===== config.mk =====
export PLATFORM = sky130hd
export DESIGN_NAME = uart_rx_fifo
export DESIGN_NICKNAME = d
export VERILOG_FILES = /design/src/rtl/uart_pkg.sv /design/src/rtl/uart_fifo_mem.sv /design/src/rtl/uart_rx_fifo.sv
export SDC_FILE = /design/constraint.sdc
export NUM_CORES = 1
export LEC_CHECK = 0
export BUFFER_PORTS_ARGS = -buffer_cell sky130_fd_sc_hd__buf_2
export CORE_MARGIN = 4
export CORE_UTILIZATION = 60
export CTS_CLUSTER_DIAMETER = 120
export DETAILED_ROUTE_END_ITERATION = 7
export GPL_TIMING_DRIVEN = 0
export PLACE_DENSITY = 0.87
export SKIP_CTS_REPAIR_TIMING = 1
export SYNTH_ARGS = -nofsm -noshare
export SYNTH_HDL_FRONTEND = slang
export SYNTH_HIERARCHICAL = 1
export SYNTH_SLANG_ARGS = --single-unit

===== constraint.sdc =====
create_clock -name clk -period 4.6 [get_ports clk]
set_input_delay 0.46 -clock clk [delete_from_list [all_inputs] [get_ports clk]]
set_output_delay 0.46 -clock clk [all_outputs]
set_load 0.02 [all_outputs]

===== src/rtl/uart_pkg.sv =====
// Shared constants for the UART receive path.
package uart_pkg;

  localparam int UART_DATA_W        = 8;
  localparam int UART_RX_FIFO_DEPTH = 16;
  localparam int UART_TIMEOUT_W     = 16;

endpackage


===== src/rtl/uart_fifo_mem.sv =====
// Byte storage for the RX FIFO: synchronous write port, asynchronous read port.
// Contents are not reset; the owner masks the read data while empty.
module uart_fifo_mem
  import uart_pkg::*;
#(
  parameter int DEPTH = UART_RX_FIFO_DEPTH,
  parameter int AW    = $clog2(DEPTH)
) (
  input  logic                   clk,
  input  logic                   i_wr_en,
  input  logic [AW-1:0]          i_wr_addr,
  input  logic [UART_DATA_W-1:0] i_wr_data,
  input  logic [AW-1:0]          i_rd_addr,
  output logic [UART_DATA_W-1:0] o_rd_data
);

  logic [UART_DATA_W-1:0] r_mem [DEPTH];

  always_ff @(posedge clk) begin
    if (i_wr_en) begin
      r_mem[i_wr_addr] <= i_wr_data;
    end
  end

  assign o_rd_data = r_mem[i_rd_addr];

endmodule


===== src/rtl/uart_rx_fifo.sv =====
// Receive FIFO with sticky overflow, level-threshold interrupt and idle-timeout interrupt.
// Pointers wrap modulo DEPTH; occupancy is tracked by a separate up/down counter.
module uart_rx_fifo
  import uart_pkg::*;
#(
  parameter int DEPTH = UART_RX_FIFO_DEPTH,
  parameter int LVLW  = $clog2(DEPTH) + 1
) (
  input  logic                      clk,
  input  logic                      rst,
  input  logic                      rx_valid,
  input  logic [UART_DATA_W-1:0]    rx_data,
  input  logic                      flush,
  input  logic                      rd_pop,
  input  logic                      ovf_clr,
  input  logic [LVLW-1:0]           cfg_thresh,
  input  logic [UART_TIMEOUT_W-1:0] cfg_timeout,
  output logic [UART_DATA_W-1:0]    rd_data,
  output logic                      empty,
  output logic                      full,
  output logic [LVLW-1:0]           level,
  output logic                      ovf,
  output logic                      thresh_irq,
  output logic                      timeout_irq
);

  localparam int AW = $clog2(DEPTH);

  logic [AW-1:0]             r_wr_ptr;
  logic [AW-1:0]             r_rd_ptr;
  logic [LVLW-1:0]           r_level;
  logic [UART_TIMEOUT_W-1:0] r_tcnt;
  logic                      r_ovf;
  logic                      r_tirq;

  logic                      w_empty;
  logic                      w_full;
  logic                      w_push;
  logic                      w_pop;
  logic                      w_drop;
  logic                      w_idle_hit;
  logic [UART_DATA_W-1:0]    w_mem_rd;

  assign w_empty = (r_level == '0);
  assign w_full  = (r_level == LVLW'(DEPTH));

  // A full FIFO still accepts a byte when the head leaves in the same cycle.
  assign w_push = rx_valid && (!w_full || rd_pop) && !flush;
  assign w_pop  = rd_pop && !w_empty && !flush;
  assign w_drop = rx_valid && w_full && !rd_pop;

  assign w_idle_hit = !w_empty && (cfg_timeout != '0) && !w_push && !w_pop &&
                      (r_tcnt == cfg_timeout - UART_TIMEOUT_W'(1));

  uart_fifo_mem #(
    .DEPTH (DEPTH),
    .AW    (AW)
  ) u_mem (
    .clk       (clk),
    .i_wr_en   (w_push),
    .i_wr_addr (r_wr_ptr),
    .i_wr_data (rx_data),
    .i_rd_addr (r_rd_ptr),
    .o_rd_data (w_mem_rd)
  );

  always_ff @(posedge clk or posedge rst) begin
    if (rst) begin
      r_wr_ptr <= '0;
      r_rd_ptr <= '0;
      r_level  <= '0;
    end else if (flush) begin
      r_wr_ptr <= '0;
      r_rd_ptr <= '0;
      r_level  <= '0;
    end else begin
      if (w_push) begin
        r_wr_ptr <= r_wr_ptr + AW'(1);
      end
      if (w_pop) begin
        r_rd_ptr <= r_rd_ptr + AW'(1);
      end
      case ({w_push, w_pop})
        2'b10:   r_level <= r_level + LVLW'(1);
        2'b01:   r_level <= r_level - LVLW'(1);
        default: r_level <= r_level;
      endcase
    end
  end

  // Idle counter only runs while data sits untouched; it saturates rather than wraps.
  always_ff @(posedge clk or posedge rst) begin
    if (rst) begin
      r_tcnt <= '0;
    end else if (flush || w_push || w_pop || w_empty) begin
      r_tcnt <= '0;
    end else if (r_tcnt != '1) begin
      r_tcnt <= r_tcnt + UART_TIMEOUT_W'(1);
    end
  end

  always_ff @(posedge clk or posedge rst) begin
    if (rst) begin
      r_tirq <= 1'b0;
    end else if (flush || w_pop) begin
      r_tirq <= 1'b0;
    end else if (w_idle_hit) begin
      r_tirq <= 1'b1;
    end
  end

  // A new drop outranks a simultaneous clear so no overflow event is lost.
  always_ff @(posedge clk or posedge rst) begin
    if (rst) begin
      r_ovf <= 1'b0;
    end else if (w_drop) begin
      r_ovf <= 1'b1;
    end else if (ovf_clr) begin
      r_ovf <= 1'b0;
    end
  end

  assign rd_data     = w_empty ? '0 : w_mem_rd;
  assign empty       = w_empty;
  assign full        = w_full;
  assign level       = r_level;
  assign ovf         = r_ovf;
  assign thresh_irq  = (cfg_thresh != '0) && (r_level >= cfg_thresh);
  assign timeout_irq = r_tirq;

endmodule


======== Yosys cells after proc, flatten, opt, wreduce, memory -nomap -nowiden ========
Memories as Yosys holds them, arrays and structs flattened.
Cells that the tools add are included.
Widths: inputs -> output; s select.
word-level totals
  register bits after elaboration ......... 31
  output and inout port bits .............. 18
  bits in writable memories ............... 128
  word-level logic and storage cells ...... 65
  input bits .............................. 35
  memories kept ........................... 1
memories
  memory       words  width  rd ports  clocked after memory_dff  wr ports  line                 text
  u_mem.r_mem  16     8      1         0                         1         uart_fifo_mem.sv:17  logic [UART_DATA_W-1:0] r_mem [DEPTH];
cells by class
  order comparisons ....................... 1
  reduce and logical (&&, ||, !) cells .... 31
  multiplexer cells ....................... 15
  add/subtract/negate cells ............... 6
  equality and inequality tests ........... 5
operators with widths
  kind                   number
  $mux 16                2
  $add 16x1->16 const B  1
  $eq 16x16->1           1
  $mux 4                 4
  $ne 16x16->1 const B   1
  $reduce_bool 16->1     1
  $sub 16x1->16 const B  1
  $logic_and 1x1->1      11
  $pmux 5 s2             1
  $reduce_bool 2->1      5
  $add 4x1->4 const B    2
  $mux 8                 1
  $logic_not 1->1        6
  $mux 1                 6
  $add 5x1->5 const B    1
  $eq 5x5->1 const B     1
  $ge 5x5->1             1
  $logic_not 5->1        1
  $logic_or 1x1->1       5
  $mux 5                 1
  $reduce_bool 5->1      1
  $sub 5x1->5 const B    1
  $reduce_bool 3->1      1
  $eq 2x1->1 const B     1
  $eq 2x2->1 const B     1

======== Longest topological paths before layout ========
  depth in word-level cells ............... 11
  gate-level depth with buffers ........... 11
  mapped depth without buffers ............ 10

======== Cells and area by module ========
The synthesis kept the hierarchy.
by module, submodules not included
  module         times used  area an instance (um2)  cells each  seq. area each (um2)
  uart_fifo_mem  1           4987.3                  221         3843.7
  uart_rx_fifo   1           2459.9                  293         775.7

======== Worst setup path after synthesis ========
Ideal clock, no wire load.
  path type ............................... register -> register
  start point ............................. reg r_level[1], in the netlist level[1]
  end point ............................... reg r_level[4], in the netlist level[4]
  setup slack ............................. 1.614 ns
  buffers on the path ..................... 1
  required time ........................... 4.468 ns
  cell stages (with the launch flop) ...... 12
  data arrival time ....................... 2.854 ns
  library setup time ...................... 0.132 ns
  clock period less this slack ............ 2.986 ns
  path through ............................ dfrtp_1 -> or4_4 -> o31a_1 -> buf_6 -> or3_1 -> inv_1 -> ha_1 -> a21o_1 -> a21oi_1 -> mux2i_1 -> xnor2_1 -> nor2_1
on the way
  word-level cells in the longest chain between the ends .. 8
  elaborated cells between the ends (all ways) .. 16
  those cells by class .................... 2 x add/sub; 3 x eq/ne; 2 x mux; 9 x reduce/logical
ends and longest elaborated chain
  what                                      line                text
  from (decl)                               uart_rx_fifo.sv:31  logic [LVLW-1:0] r_level;
  from (signal assigned)                    uart_rx_fifo.sv:84  2'b10: r_level <= r_level + LVLW'(1);
  from (signal assigned)                    uart_rx_fifo.sv:85  2'b01: r_level <= r_level - LVLW'(1);
  from (signal assigned)                    uart_rx_fifo.sv:86  default: r_level <= r_level;
  $eq 5x5->1                                uart_rx_fifo.sv:45  assign w_full = (r_level == LVLW'(DEPTH));
  $logic_not 1->1                           uart_rx_fifo.sv:48  assign w_push = rx_valid && (!w_full || rd_pop) && !flush;
  $logic_or 1x1->1                          uart_rx_fifo.sv:48
  $logic_and 1x1->1 (2 in a row)            uart_rx_fifo.sv:48
  $eq 2x1->1 or $eq 2x2->1 (tied branches)  uart_rx_fifo.sv:83  case ({w_push, w_pop})
  $pmux 5 s2                                uart_rx_fifo.sv:83
  $mux 5                                    uart_rx_fifo.sv:72  end else if (flush) begin
Several ways; a longest one is shown, not always the timed one.
A chain may end at the register's enable or synchronous reset.

======== Worst setup path in the final report ========
Ends and elaborated chain as after synthesis.

==> results_dict.tcl <==
set metrics [dict create \
    drtPass1Iterations 5 \
    ir_drop_mv 0.4447 \
    clock_latency_ns 0.42 \
    outcome "completed" \
    clockPowerShare_pct 35.0 \
    clock_skew_ns 0.01362 \
    hp-class "in2async" \
    totalWireLength_um 16020 \
    cpMaxStageDelayCell "or4_4" \
    yosysMostFrequentCell "edfxtp_1" \
    synth_ff_type "edfxtp_1" \
    swShare_pct 29.33 \
    cts_tree "done" \
    cp_max_fo 9 \
    path_cells "or4_4 -> o31a_1 -> buf_6 -> or3_1 -> inv_1 -> ha_1 -> a21o_1 -> a21oi_1 -> mux2i_1 -> xnor2_1 -> nor2_1" \
    syn_nets 563 \
    ios 53 \
    cts_inserted_buffers 17 \
    grt_util_all_layers_pct 23.50 \
    rsz0062_at_grt "false" \
    avgSynthCellArea_um2 14.49 \
    relSlewSlack_pct 2.427 \
    yosys-top-cells-count "128 x edfxtp_1, 57 x nor2_1, 31 x dfrtp_1" \
    initial_core_util_pct 61.74 \
    preCtsSetupSlack_ns 1.346 \
    setup_viol 0 \
    synth_area_um2 7447 \
    drcViolationCount 0 \
    htreeDepth 4 \
    place_congestion 0.8422 \
    synth-seq-area-share_pct 62.03 \
    grt_max_degree 32 \
    postSynthCellCount 514 \
    cp_slowest_stage_delay_ns 0.60 \
    end_kind "register" \
    yosys_warnings 6 \
    yosys.cell_types.count 56 \
    wl_per_cell_um 21.02 \
    antenna_cells 0 \
    syn2layout_area_growth_pct 14.03 \
    post-route-period-util_pct 67.94 \
    power_w 0.003931 \
    die_x_um 119.4 \
    antenna_found_initial 0 \
    hpwl_um 10680 \
    max_cap_viol_count 0 \
    cts.clk_slew.worst_paths_ns 0.07 \
    p_seq_share_pct 41.9 \
    crit_required_ns 4.89 \
    startpoint_type "register" \
    fin_crit_ns 3.125 \
    async_reset_ff_share_pct 19.50 \
    vias 4693 \
    grt_remaining_overflow 0 \
    port_buffers 47 \
    first_iter_violations 439 \
    clock-sinks 159 \
    placementRows 40 \
    setup.worst_path.class "reg2reg" \
    routed_via_density 6.159 \
    fin_area_um2 8492 \
    power.internal_w 0.002778 \
    synth_top_area_cell "edfxtp_1" \
    synth_area_leaders "edfxtp_1 52%, dfrtp_1 10%, mux4_2 5.4%" \
    die_height_um 119.4 \
    leakagePower_nw 3.132 \
    holdWs_ns 0.3307 \
    worst_slew_pin_slew_ns 1.452 \
    p_switching_w 0.001153 \
    core_um2 12060 \
    finalSetupTns_ns 0 \
    r2r_cells 11 \
    synth_edf_count 128 \
    hold_viol_final 0 \
    synth_top_area_share_pct 51.61 \
    cts_buffer_depth 2 \
    ant_nets 0 \
    drive_above_1_share_pct 19.70 \
    grt_pass1_vias 4843 \
    die_area_um2 14260 \
    cts_root_buf "clkbuf_16" \
    critical_path_arrival_ns 3.42 \
    p_comb_share_pct 23.1 \
    fmax_mhz 320.0 \
    fin_nets 630 \
    grt_pass1_wl_um 25220 \
    placed_cell_area_um2 7893 \
    setup_slack_ns 1.475 \
    yosys_register_bits 159 \
    slew_viol_final 0 \
    powerDensity_nw_per_um2 462.9 \
]
==> layout by cell type, fill, tap and decap left out, types with 11 or more instances in the layout <==
| master | n |
|---|---|
| a22oi_1 | 16 |
| buf_2 | 51 |
| clkbuf_1 | 13 |
| clkbuf_16 | 17 |
| dfrtp_1 | 31 |
| edfxtp_1 | 128 |
| ha_1 | 13 |
| inv_1 | 16 |
| mux4_1 | 14 |
| mux4_2 | 18 |
| nand2_1 | 29 |
| nand4_1 | 11 |
| nor2_1 | 57 |
| nor2b_1 | 12 |
| xnor2_1 | 18 |
| xor2_1 | 21 |
==> power by group through the flow <==
stage / clock (W) / sequential (W) / combinational [W]
after CTS: 0.00140 / 0.00165 / 0.000915
after detailed placement: 0 / 0.00167 / 0.000903
after global routing: 0.00147 / 0.00165 / 0.000980
final: 0.00137 / 0.00165 / 0.000909
after floorplan: 0 / 0.00168 / 0.000614
after global placement: 0 / 0.00167 / 0.000862
==> flip-flops by register name, indices dropped and copies added, names as in the netlist <==
signal,cells
u_mem/r_mem,128
r_tcnt,16
level,5
r_rd_ptr,4
r_wr_ptr,4
ovf,1
timeout_irq,1
==> layout make-up <==
| class | instances | area, um2 |
|---|---|---|
| Timing Repair Buffer | 48 | 242.7 |
| Multi-Input combinational cell | 313 | 2610 |
| Buffer | 26 | 162.7 |
| Sequential cell | 159 | 4619 |
| Tap cell | 168 | 210.2 |
| Inverter | 16 | 60.06 |
| Clock inverter | 15 | 161.4 |
| Fill cell | 791 | 3570 |
| Clock buffer | 17 | 425.4 |
==> metal layers <==
metal | up-vias | track usage (%) | wire length, um
met5 | - | 0 | 0
met4 | 0 | 7.087 | 302
met3 | 32 | 6.410 | 1142
met2 | 200 | 38.26 | 7937
met1 | 2366 | 31.28 | 6637
li1 | 2095 | - | -
==> path summary, 6_finish.rpt <==
kind	start	end	slack, ns
setup / recovery	level[1]	level[4]	1.47
min in group clk	ovf_clr	ovf	0.34
hold reg to reg	ovf	ovf	0.51
hold / removal	rst	timeout_irq	0.33
max in group asynchronous	rst	r_tcnt[0]	3.56
setup reg to reg	level[1]	level[4]	1.47
==> metrics by stage <==
step | cells | util [%]
after detailed placement | 729 | 65.44
after global routing | 762 | 70.40
after CTS | 761 | 70.30
after floorplan | 514 | -
after global placement | 729 | 65.44
final | 762 | 70.40
==> kinds of logic (layout without fill, tap and decap cells) <==
group                      count (synthesis)  in the layout  share of synthesized area, %
AOI/OAI and AO/OA                         55             55                         5.242
xor gates and xnor gates                  39             39                         4.587
adders and majority gates                 14             14                         2.453
buffers and inverters                     42            122                         2.991
DFF                                      159            159                         62.03
muxes                                     40             40                         11.46
and+or+nand+nor                          165            165                         11.24
==> critical path, delay by kind of cell (launching register included) <==
family	cells	cell delay, ns
fa+ha+maj	1	0.28
simple gates	3	0.99
compound gates	3	0.62
mux	1	0.25
buf+inv	2	0.26
xor+xnor	1	0.14
flops	1	0.45
(Power assumes the default switching activity.)
